<file path="src/rtl/alu_issue_stage.sv">
`default_nettype none
// ============================================================================
//  Module      : alu_issue_stage
//  Description : Decodes an ALU operation and holds it in a single-entry
//                ID/EX register with ready/valid handshaking, flush support
//                and a saturating count of illegal operations.
//  Revision    : 1.0 - initial release
// ============================================================================
module alu_issue_stage #(
    parameter int DATA_W = 32,
    parameter int CNT_W  = 8
) (
    input  logic              clk,
    input  logic              rst_n,
    input  logic              in_valid,
    output logic              in_ready,
    input  logic [1:0]        alu_op,
    input  logic [2:0]        funct3,
    input  logic              funct7_b5,
    input  logic [DATA_W-1:0] rs1_data,
    input  logic [DATA_W-1:0] rs2_data,
    input  logic [DATA_W-1:0] imm,
    input  logic              flush,
    output logic              out_valid,
    input  logic              out_ready,
    output logic [DATA_W-1:0] data1,
    output logic [DATA_W-1:0] data2,
    output logic [3:0]        control,
    output logic              illegal,
    output logic [CNT_W-1:0]  illegal_cnt
);

    localparam logic [3:0] c_CTL_ADD = 4'b0010;
    localparam logic [3:0] c_CTL_SUB = 4'b0110;
    localparam logic [3:0] c_CTL_AND = 4'b0000;
    localparam logic [3:0] c_CTL_OR  = 4'b0001;
    localparam logic [3:0] c_CTL_ILL = 4'b1111;

    localparam logic [1:0] c_OP_MEM  = 2'b00;
    localparam logic [1:0] c_OP_BR   = 2'b01;
    localparam logic [1:0] c_OP_RTY  = 2'b10;

    localparam logic [CNT_W-1:0] c_CNT_MAX = {CNT_W{1'b1}};

    logic              r_valid;
    logic [DATA_W-1:0] r_data1;
    logic [DATA_W-1:0] r_data2;
    logic [3:0]        r_control;
    logic              r_illegal;
    logic [CNT_W-1:0]  r_illegal_cnt;

    logic [3:0]        w_control;
    logic              w_illegal;
    logic [DATA_W-1:0] w_data2;
    logic              w_accept;

    always_comb begin
        w_control = c_CTL_ILL;
        case (alu_op)
            c_OP_MEM: w_control = c_CTL_ADD;
            c_OP_BR:  w_control = c_CTL_SUB;
            c_OP_RTY: begin
                case (funct3)
                    3'b000:  w_control = funct7_b5 ? c_CTL_SUB : c_CTL_ADD;
                    3'b111:  w_control = c_CTL_AND;
                    3'b110:  w_control = c_CTL_OR;
                    default: w_control = c_CTL_ILL;
                endcase
            end
            default: begin
                // I-type has no subtract form, so funct7_b5 is ignored here
                case (funct3)
                    3'b000:  w_control = c_CTL_ADD;
                    3'b111:  w_control = c_CTL_AND;
                    3'b110:  w_control = c_CTL_OR;
                    default: w_control = c_CTL_ILL;
                endcase
            end
        endcase
    end

    assign w_illegal = (w_control == c_CTL_ILL);
    assign w_data2   = (alu_op == c_OP_BR || alu_op == c_OP_RTY) ? rs2_data : imm;
    assign in_ready  = ~r_valid | out_ready;
    assign w_accept  = in_valid & in_ready & ~flush;

    always_ff @(posedge clk or negedge rst_n) begin
        if (!rst_n) begin
            r_valid       <= 1'b0;
            r_data1       <= '0;
            r_data2       <= '0;
            r_control     <= c_CTL_ADD;
            r_illegal     <= 1'b0;
            r_illegal_cnt <= '0;
        end else begin
            if (flush) begin
                r_valid <= 1'b0;
            end else if (w_accept) begin
                r_valid <= 1'b1;
            end else if (out_ready) begin
                r_valid <= 1'b0;
            end

            if (w_accept) begin
                r_data1   <= rs1_data;
                r_data2   <= w_data2;
                r_control <= w_control;
                r_illegal <= w_illegal;
                if (w_illegal && r_illegal_cnt != c_CNT_MAX) begin
                    r_illegal_cnt <= r_illegal_cnt + 1'b1;
                end
            end
        end
    end

    assign out_valid   = r_valid;
    assign data1       = r_data1;
    assign data2       = r_data2;
    assign control     = r_control;
    assign illegal     = r_illegal;
    assign illegal_cnt = r_illegal_cnt;

endmodule
`default_nettype wire

</file>
<file path="config.mk">
export PLATFORM = sky130hd
export DESIGN_NAME = alu_issue_stage
export DESIGN_NICKNAME = d
export VERILOG_FILES = /design/src/rtl/alu_issue_stage.sv
export SDC_FILE = /design/constraint.sdc
export NUM_CORES = 1
export LEC_CHECK = 0
export BUFFER_PORTS_ARGS = -buffer_cell sky130_fd_sc_hd__buf_2
export CORE_ASPECT_RATIO = 2
export CORE_MARGIN = 10
export CORE_UTILIZATION = 48
export DETAILED_ROUTE_END_ITERATION = 10
export PLACE_DENSITY_LB_ADDON = 0.08
export REMOVE_ABC_BUFFERS = 1
export SETUP_SLACK_MARGIN = 0.02
export SLEW_MARGIN = 20
export SYNTH_ARGS = -nofsm -noshare
export SYNTH_HDL_FRONTEND = slang
export SYNTH_SLANG_ARGS = --single-unit
</file>
<file path="constraint.sdc">
create_clock -name clk -period 4.8 [get_ports clk]
set_clock_uncertainty 0.2 [all_clocks]
set_input_delay 0.96 -clock clk [delete_from_list [all_inputs] [get_ports clk]]
set_output_delay 0.96 -clock clk [all_outputs]
set_load 0.01 [all_outputs]
</file>
==> impl_results.md <==
- Status: finished clean
- Fmax: 389 MHz
- Root buf cell: clkbuf_16
- Global-route met2 utilization: 30.4%
- Total Neg Setup Slack: 0 ns
- Top_reg_cell synth: dfrtp_1
- Largest net degree at the start of global routing: 106
- Remaining DRCs: 0
- Final Setup Violations: 0
- Pins Over Slew Limit: 0
- Global-route wire length before repair: 14800 um
- Ratio of cells with drive above 1 in the final layout: 51.2%
- Maximum fanout along the worst path: 8
- Sw Share: 28.4%
- Post-route minimum period: 2.57 ns
- Worst Hold Path Cells: 1
- Clock network power share: 31.4%
- CP max stage cell: mux2_1
- Crit path cell chain: buf_2 > inv_1 > ha_1 > nor2b_1 > a311oi_4 > nor4_2 > mux2_1
- Total of max-cap violations: 0
- Clock sinks: 78
- Worst Setup Path Type: input port to register
- Initial core utilization: 49.4%
- Slew HR: 34.9%
- # H-tree levels: 3
- Hold Buf Count CTS: 0
- RSZ-0062 raised after global routing: no
- Tcrit/Tclk final: 53.5%
- Area occupied by registers: 1950 um2
- Placed Area: 4410 um2
- FP Rows: 43
- Synth Register Bits: 78
- Core region area: 6940 um2
- Setup crit end kind: register
- GRT Residual Overflow: 0
- Reg power frac: 44.6%
- Register area share after synthesis: 57.0%
- Final Hold Vio Count: 0
- DR iter-0 viols: 112
- Worst-path clk slew: 0.05 ns
- Met3 usage: 6.39%
- GR Util met1: 16.9%
- Via-per-instance ratio: 5.04
- Post-route cell area: 4700 um2
- First-pass iteration count of the detailed router: 4
- Die Wd: 79.7 um
- Tot GR Track Use: 17.1%
- Syn Inst Count: 283
- Yosys Warn Count: 0
- Post-synth EDFFs: 0
- Synth cell types: 35
- Critical path launch point type: input port
- Final ANT Viol Nets: 0
- Wire per inst: 17.2 um
- Synth Area per Inst: 12.1 um2
- Syn Std Cell Area: 3430 um2
- Critical path arrival: 2.58 ns
- Reg2reg path depth: 4
- Total wire length: 9600 um
- Int Pwr: 0.00135 W
- CTS resizes: 0
- Power Density: 401 nW/um2
- GR peak layer: met2
- Worst path required time: 4.81 ns
- Max rail drop VDD: 270 uV
- I/O pin count: 186
- Worst slew pin tran: 0.977 ns
- Ys async rst share: 100%
- Die Ht: 139 um
- Placer Congestion: 0.772
- Critical Path Max Stage Delay: 0.34 ns
- Leak: 2.37 nW
- Hold WC Path Type: register to register
- Via Count: 2810
- PortBufs: 185
- Die area: 11100 um2
- Layout overhead on the synthesized area: 37.1%
- Worst skew pair latency: 0.32 ns
- Multi-input logic area: 1390 um2
- Total CTS buffers: 9
- Initial antenna violation count: 1
- Fillers: 582
- Psw: 0.000534 W
- Vias in the first global route: 2891
- Nets: 576
- Comb pwr share: 24.0%
- Setup Buffers After CTS: 0
- Clock Tree Buf Depth: 2
- DP Wirelength: 7480 um
- CTS tree: built
[critical path, delay by kind of cell]
kind,cells,cell delay [ns]
simple gates,2,0.62
buf+inv,2,0.22
mux,1,0.34
compound gates,1,0.19
fa+ha+maj,1,0.24
[power groups by stage]
stage / clock network [W] / registers (W) / logic, W
after floorplan: 0 / 0.000907 / 0.000176
after global placement: 0 / 0.000846 / 0.000451
after detailed placement: 0 / 0.000852 / 0.000461
after CTS: 0.000611 / 0.000841 / 0.000462
after global routing: 0.000636 / 0.000857 / 0.000499
final: 0.000591 / 0.000840 / 0.000451
[worst paths after layout]
| path | end | start | slack [ns] |
|---|---|---|---|
| setup / recovery | illegal_cnt[6] | alu_op[0] | 2.23 |
| hold / removal | data1[30] | data1[30] | 0.30 |
| setup reg to reg | data1[14] | out_valid | 2.83 |
| hold reg to reg | data1[30] | data1[30] | 0.30 |
| max in group asynchronous | data2[17] | rst_n | 3.19 |
| min in group asynchronous | data2[8] | rst_n | 0.59 |
[synthesized netlist by cell type (3+ instances only)]
master | instances | area, um2
nand2_1 | 3 | 11.3
xor2_1 | 6 | 52.6
nand4_1 | 3 | 18.8
nor2_1 | 36 | 135
ha_1 | 5 | 62.6
mux2i_1 | 32 | 320
clkbuf_1 | 8 | 30.0
o21ai_0 | 3 | 15.0
dfrtp_1 | 77 | 1930
buf_1 | 7 | 26.3
mux2_2 | 32 | 360
a21oi_1 | 33 | 165
nand3_1 | 4 | 20.0
inv_1 | 6 | 22.5
a31oi_1 | 3 | 18.8
[sequential cells by signal, summed over array words and instances (netlist names)]
register and flops:
control 4, data1 32, data2 32, illegal 1, illegal_cnt 8, out_valid 1
[cell families after synthesis]
kind of cell,after synthesis,share of synthesized area (%)
mux,66,20.6
buf+inv,22,2.45
flops,78,57.0
simple gates,61,8.80
xor+xnor,6,1.53
compound gates,45,7.74
fa+ha+maj,5,1.83
[metrics by stage]
step	instances	total power [W]	hold WS (ns)	worst slack [ns]	utilization (%)
final	558	0.00188	0.300	2.23	67.7
after global routing	558	0.00199	0.314	2.09	67.7
after global placement	542	0.00130	0.284	1.90	63.5
after detailed placement	542	0.00131	0.290	1.84	63.5
after floorplan	267	0.00108	0.306	0.875	-
after CTS	556	0.00191	0.303	2.19	67.2
[layout by cell type (no fill, tap or decap), drive strengths merged]
cell / count
or4: 1
nor3: 2
nor4b: 2
inv: 6
o21bai: 1
o21ai: 3
a31oi: 3
o2111ai: 2
dfrtp: 77
a21oi: 33
or3: 1
mux2i: 32
and3b: 1
mux2: 34
a311oi: 1
nand2b: 2
nor2: 36
clkbuf: 12
ha: 5
diode: 1
buf: 186
clkinv: 2
xor2: 6
nand3: 4
nor4: 3
dfstp: 1
and2: 1
nor2b: 2
nand4: 3
a32oi: 1
nand2: 3
o22ai: 1
[area by class of cell]
| class | instances | share of cell area [%] |
|---|---|---|
| clock buffer | 12 | 5.25 |
| tap | 90 | 2.40 |
| multi-input combinational | 183 | 29.7 |
| clock inverter | 2 | 0.213 |
| sequential | 78 | 41.6 |
| timing repair buffer | 186 | 20.4 |
| inverter | 6 | 0.479 |
| antenna | 1 | 0.0533 |
[routing by layer]
| metal | routed length [um] | part of all wire, % | vias up |
|---|---|---|---|
| li1 | - | - | 1359 |
| met2 | 5310 | 55 | 108 |
| met4 | 191 | 2.0 | 0 |
| met1 | 3240 | 34 | 1331 |
| met5 | 0 | 0 | - |
| met3 | 862 | 9.0 | 12 |
(Power assumes the default switching activity.)
